--- config.mk ---
export PLATFORM = sky130hd
export DESIGN_NAME = result_uart_tx
export DESIGN_NICKNAME = d
export VERILOG_FILES = /design/src/rtl/result_uart_tx.sv
export SDC_FILE = /design/constraint.sdc
export NUM_CORES = 1
export LEC_CHECK = 0
export CAP_MARGIN = 15
export CORE_MARGIN = 5
export CORE_UTILIZATION = 48
export DETAILED_ROUTE_END_ITERATION = 6
export GPL_TIMING_DRIVEN = 0
export PLACE_DENSITY = 0.76
export SYNTH_ARGS = -nofsm -noshare
export SYNTH_HDL_FRONTEND = slang
export SYNTH_SLANG_ARGS = --single-unit
--- constraint.sdc ---
create_clock -name clk -period 2.2 [get_ports clk]
set_input_delay 0.22 -clock clk [delete_from_list [all_inputs] [get_ports clk]]
set_output_delay 0.22 -clock clk [all_outputs]
set_load 0.01 [all_outputs]
--- src/rtl/result_uart_tx.sv ---
// rtl/result_uart_tx.sv - four-word result serializer onto one UART line
// Optional build macro: PARITY_EN (adds an even-parity bit to every frame).
module result_uart_tx #(
    parameter int RES_W        = 8,
    parameter int CLKS_PER_BIT = 16
) (
    input  logic             clk,
    input  logic             rst,
    input  logic             load_i,
    input  logic [RES_W-1:0] res0_i,
    input  logic [RES_W-1:0] res1_i,
    input  logic [RES_W-1:0] res2_i,
    input  logic [RES_W-1:0] res3_i,
    output logic             tx_o,
    output logic             busy_o,
    output logic             done_o,
    output logic             drop_o
);

    localparam int BAUD_W = $clog2(CLKS_PER_BIT);
    localparam logic [BAUD_W-1:0] BAUD_LAST = BAUD_W'(CLKS_PER_BIT - 1);

    typedef enum logic [2:0] {
        S_IDLE,
        S_START,
        S_DATA,
        S_PARITY,
        S_STOP
    } state_t;

    state_t              state_q, state_d;
    logic [BAUD_W-1:0]   baud_q, baud_d;
    logic [2:0]          bit_q, bit_d;
    logic [1:0]          idx_q, idx_d;
    logic [31:0]         hold_q, hold_d;
    logic                tx_q, tx_d;
    logic                busy_q, busy_d;
    logic                done_q, done_d;
    logic                drop_q, drop_d;
    logic                wrap;
    logic [7:0]          cur_byte;

    // Only the low byte of each result word is sent; wider bits are sunk here.
    generate
        if (RES_W > 8) begin : g_wide
            logic unused_hi;
            assign unused_hi = ^{res0_i[RES_W-1:8], res1_i[RES_W-1:8],
                                 res2_i[RES_W-1:8], res3_i[RES_W-1:8]};
        end
    endgenerate

    assign wrap = (baud_q == BAUD_LAST);

    // State register plus all datapath/output flops; reset abandons any frame.
    always_ff @(posedge clk) begin
        if (rst) begin
            state_q <= S_IDLE;
            baud_q  <= '0;
            bit_q   <= '0;
            idx_q   <= '0;
            hold_q  <= '0;
            tx_q    <= 1'b1;
            busy_q  <= 1'b0;
            done_q  <= 1'b0;
            drop_q  <= 1'b0;
        end else begin
            state_q <= state_d;
            baud_q  <= baud_d;
            bit_q   <= bit_d;
            idx_q   <= idx_d;
            hold_q  <= hold_d;
            tx_q    <= tx_d;
            busy_q  <= busy_d;
            done_q  <= done_d;
            drop_q  <= drop_d;
        end
    end

    // Next-state: accept a load in IDLE, otherwise step bits on each baud wrap.
    always_comb begin
        state_d = state_q;
        baud_d  = baud_q;
        bit_d   = bit_q;
        idx_d   = idx_q;
        hold_d  = hold_q;
        if (state_q == S_IDLE) begin
            if (load_i) begin
                hold_d  = {res3_i[7:0], res2_i[7:0], res1_i[7:0], res0_i[7:0]};
                baud_d  = '0;
                bit_d   = '0;
                idx_d   = '0;
                state_d = S_START;
            end
        end else begin
            baud_d = wrap ? '0 : baud_q + 1'b1;
            if (wrap) begin
                case (state_q)
                    S_START: begin
                        bit_d   = '0;
                        state_d = S_DATA;
                    end
                    S_DATA: begin
                        if (bit_q == 3'd7) begin
`ifdef PARITY_EN
                            state_d = S_PARITY;
`else
                            state_d = S_STOP;
`endif
                        end else begin
                            bit_d = bit_q + 3'd1;
                        end
                    end
`ifdef PARITY_EN
                    S_PARITY: state_d = S_STOP;
`endif
                    S_STOP: begin
                        if (idx_q != 2'd3) begin
                            idx_d   = idx_q + 2'd1;
                            state_d = S_START;
                        end else begin
                            state_d = S_IDLE;
                        end
                    end
                    default: state_d = S_IDLE;
                endcase
            end
        end
    end

    // Output decode from the next state so every output leaves a flop.
    always_comb begin
        cur_byte = hold_d[{idx_d, 3'b000} +: 8];
        tx_d     = 1'b1;
        case (state_d)
            S_START:  tx_d = 1'b0;
            S_DATA:   tx_d = cur_byte[bit_d];
`ifdef PARITY_EN
            S_PARITY: tx_d = ^cur_byte;
`endif
            default:  tx_d = 1'b1;
        endcase
        busy_d = (state_d != S_IDLE);
        done_d = (state_q == S_STOP) && wrap && (idx_q == 2'd3);
        drop_d = load_i && busy_q;
    end

    assign tx_o   = tx_q;
    assign busy_o = busy_q;
    assign done_o = done_q;
    assign drop_o = drop_q;

endmodule

==> results.txt <==
Outcome -> complete, no violations
Largest area contributor in the synthesized netlist -> dfxtp_1
Clk pwr share -> 28.9%
Final Max Slew Viols -> 0
Arr. time, crit path -> 2.37 ns
Min cycle time layout -> 2.15 ns
Violation count after the first detailed-route iteration -> 246
Area share of the largest cell type after synthesis -> 41.0%
Crit path launch type -> register
Max stage delay on crit path -> 0.35 ns
Core region area -> 0.00472 mm^2
Gr ovfl total -> 0
Period utilisation layout -> 97.8%
Post-Syn Instances -> 306
Row cnt -> 25
Antenna violations before repair -> 0
Setup CP Type -> register to register
Worst hold path type -> input pin to register
Global route hottest layer -> met2
Max Cap Viol -> 0
DP HPWL -> 4.46 mm
Syn Std Cell Area -> 0.00234 mm^2
Part of the power in registers -> 55.5%
Die height -> 79.9 um
Drt drc -> 0
Port buffer count -> 38
Routed len/inst -> 14.8 um
Slowest CP cell -> dfxtp_1
GRT met3 Usage -> 4.29%
# fillers -> 410
CTS Buffer Depth -> 2
Total clock sinks -> 48
Layout cell share with drive strength beyond 1 -> 12.4%
Clock Tree Root -> clkbuf_8
Die Area -> 0.00638 mm^2
Critical Path RT -> 2.42 ns
Yosys cell types -> 49
Mean post-synth cell area -> 7.65 um^2
Setup ws final -> 0.0483 ns
Antenna-violating nets left -> 0
ANT cells -> 0
Post-Syn Nets -> 343
Die width -> 79.9 um
Switching Fraction -> 25.9%
H-tree depth -> 2
Relative slew slack -> 58.8%
Pint -> 1.26 mW
Slew @ Worst Pin -> 0.617 ns
Worst-skew pair later-pin latency -> 0.30 ns
Via count -> 2388
Leak -> 1.11 nW
Largest net degree at the start of global routing -> 14
Avg Vias per Cell -> 5.66
GR Util met2 -> 34.3%
Routed wire length -> 6.23 mm
Post-synth EDFFs -> 0
Critical path endpoint category -> register
Sequential area share after synthesis -> 41.0%
Drt first pass iters -> 5
Worst-path maximum fanout -> 10
Seq cells post-synth -> 48
Met1 usage in global routing -> 25.0%
Total I/O pin count -> 39
First-pass GRT wire length -> 10.1 mm
Final setup violation count -> 0
Clock buffer count from CTS -> 5
Fmax -> 465 MHz
Fraction of registers with async set/reset -> 0%
Post-Layout Cell Count -> 422
VDD IR max -> 0.461 mV
Routability cong. -> 0.876
Final hold violations -> 0
Pre-CTS WS -> -0.574 ns
GRT Util Overall -> 19.9%
Synth area leaders -> dfxtp_1 (41%), nand2_1 (13%), a21oi_1 (9.0%), mux2i_1 (3.0%), clkbuf_1 (2.7%)
Net Sw Power -> 0.442 mW
CTS tree -> built
Clock slew at reported path FFs -> 0.09 ns
Crit path cell chain -> buf_4, and4b_2, and3b_1, and2_1, o32ai_2, and4_1, nor3_2, a32oi_2
Synth-to-layout area growth -> 31.1%
Initial Util -> 49.6%
RSZ-0062 raised after global routing -> true
Dpl cells -> 411
Layout Skew -> 0.00740 ns
Yosys warning total -> 0
Synth Flop Type -> dfxtp_1
Power share of the combinational group -> 15.5%
# nets final -> 392
Vias in the first global route -> 2247
PwrDens -> 555 mW/mm^2
-- power by group through the flow --
stage | sequential, mW | combinational (mW) | clock (mW)
floorplan | 0.953 | 0.143 | 0
global placement | 0.960 | 0.251 | 0
detailed placement | 0.962 | 0.254 | 0
CTS | 0.945 | 0.260 | 0.502
global route | 0.952 | 0.292 | 0.547
finish | 0.946 | 0.265 | 0.493
-- sequential cells by signal, summed over array words and instances, names as in the netlist --
register  cells
tx_o          1
busy_o        1
bit_q         3
idx_q         2
state_q       3
baud_q        4
hold_q       32
done_o        1
drop_o        1
-- cell usage after synthesis, types with 4 or more instances --
library cell / instances
nand2_1: 80
a32oi_1: 4
dfxtp_1: 48
o22ai_1: 4
nor2_1: 17
a21oi_1: 42
mux2i_1: 7
nor3_1: 6
o211ai_1: 4
clkbuf_1: 17
inv_1: 6
a31oi_1: 5
nand3_1: 8
o21ai_0: 10
-- path summary, 6_finish.rpt --
| check | startpoint | to | slack [ns] | depth (start not counted) |
|---|---|---|---|---|
| min reg2reg | hold_q[8] | hold_q[8] | 0.46 | 2 |
| min | load_i | drop_o | 0.41 | 3 |
| max reg2reg | state_q[2] | tx_o | 0.05 | 8 |
| max | state_q[2] | tx_o | 0.05 | 8 |
-- stage by stage --
step                      setup TNS (ns)  hold WS, ns  power, mW  utilization [%]  area [um^2]
after floorplan                        0        0.309       1.10                -         2340
after global placement             -7.51        0.425       1.21             59.4         2810
after detailed placement           -8.86        0.432       1.22             59.4         2810
after CTS                        -0.0579        0.375       1.71             63.9         3020
after global routing             -0.0392        0.392       1.79             65.0         3070
final                                  0        0.407       1.70             65.0         3070
-- final cells by class --
type,count,area [um^2],share of cell area [%]
buffer,18,85.1,2.77
sequential,48,973,31.7
clock buffer,6,72.6,2.36
multi-input combinational,230,1390,45.3
inverter,6,22.5,0.733
clock inverter,1,5.00,0.163
timing repair buffer,46,439,14.3
tap,67,83.8,2.73
-- placed cells by master (no fill, tap or decap), types with 3 or more instances in the layout --
cell type / synthesis / layout
nand2_1: 80 / 80
dfxtp_1: 48 / 42
a21oi_1: 42 / 41
clkdlybuf4s50_1: 0 / 37
nor2_1: 17 / 17
clkbuf_1: 17 / 13
buf_4: 0 / 9
o21ai_0: 10 / 8
nand3_1: 8 / 7
mux2i_1: 7 / 7
clkbuf_8: 0 / 6
inv_1: 6 / 6
nor3_1: 6 / 5
a31oi_1: 5 / 5
o22ai_1: 4 / 4
o211ai_1: 4 / 4
dfxtp_2: 0 / 4
clkbuf_2: 0 / 3
nand3b_1: 3 / 3
-- kinds of logic (layout without fill, tap and decap cells) --
kind of cell | after synthesis | count (layout) | synth area share, %
AND/OR/NAND/NOR | 133 | 133 | 26.0
AO/OA/AOI/OAI | 88 | 88 | 24.0
flip-flops | 48 | 48 | 41.0
buffers and inverters | 28 | 77 | 4.97
multiplexers | 7 | 7 | 2.99
adder cells (fa/ha/maj) | 2 | 2 | 1.07
-- repair_timing --
item,CTS,global route
buffers inserted,6,2
hold buffers,0,0
pin swaps,5,6
endpoints found under the hold margin,0,0
endpoints found under the setup margin,1,21
resized for setup,27,17
-- per-layer routing --
layer | wire (um) | part of all wire [%]
met1 | 2600 | 42
met2 | 3100 | 50
met3 | 424 | 6.8
met4 | 106 | 1.7
met5 | 0 | 0
-- worst max-delay path, delay by kind of cell, from the launching register on --
kind	cells	cell delay, ns
and+or+nand+nor	5	1.05
AOI/OAI and AO/OA	2	0.49
DFF	1	0.35
buffers and inverters	1	0.19
Note: power is estimated with default switching activity, not from simulation.
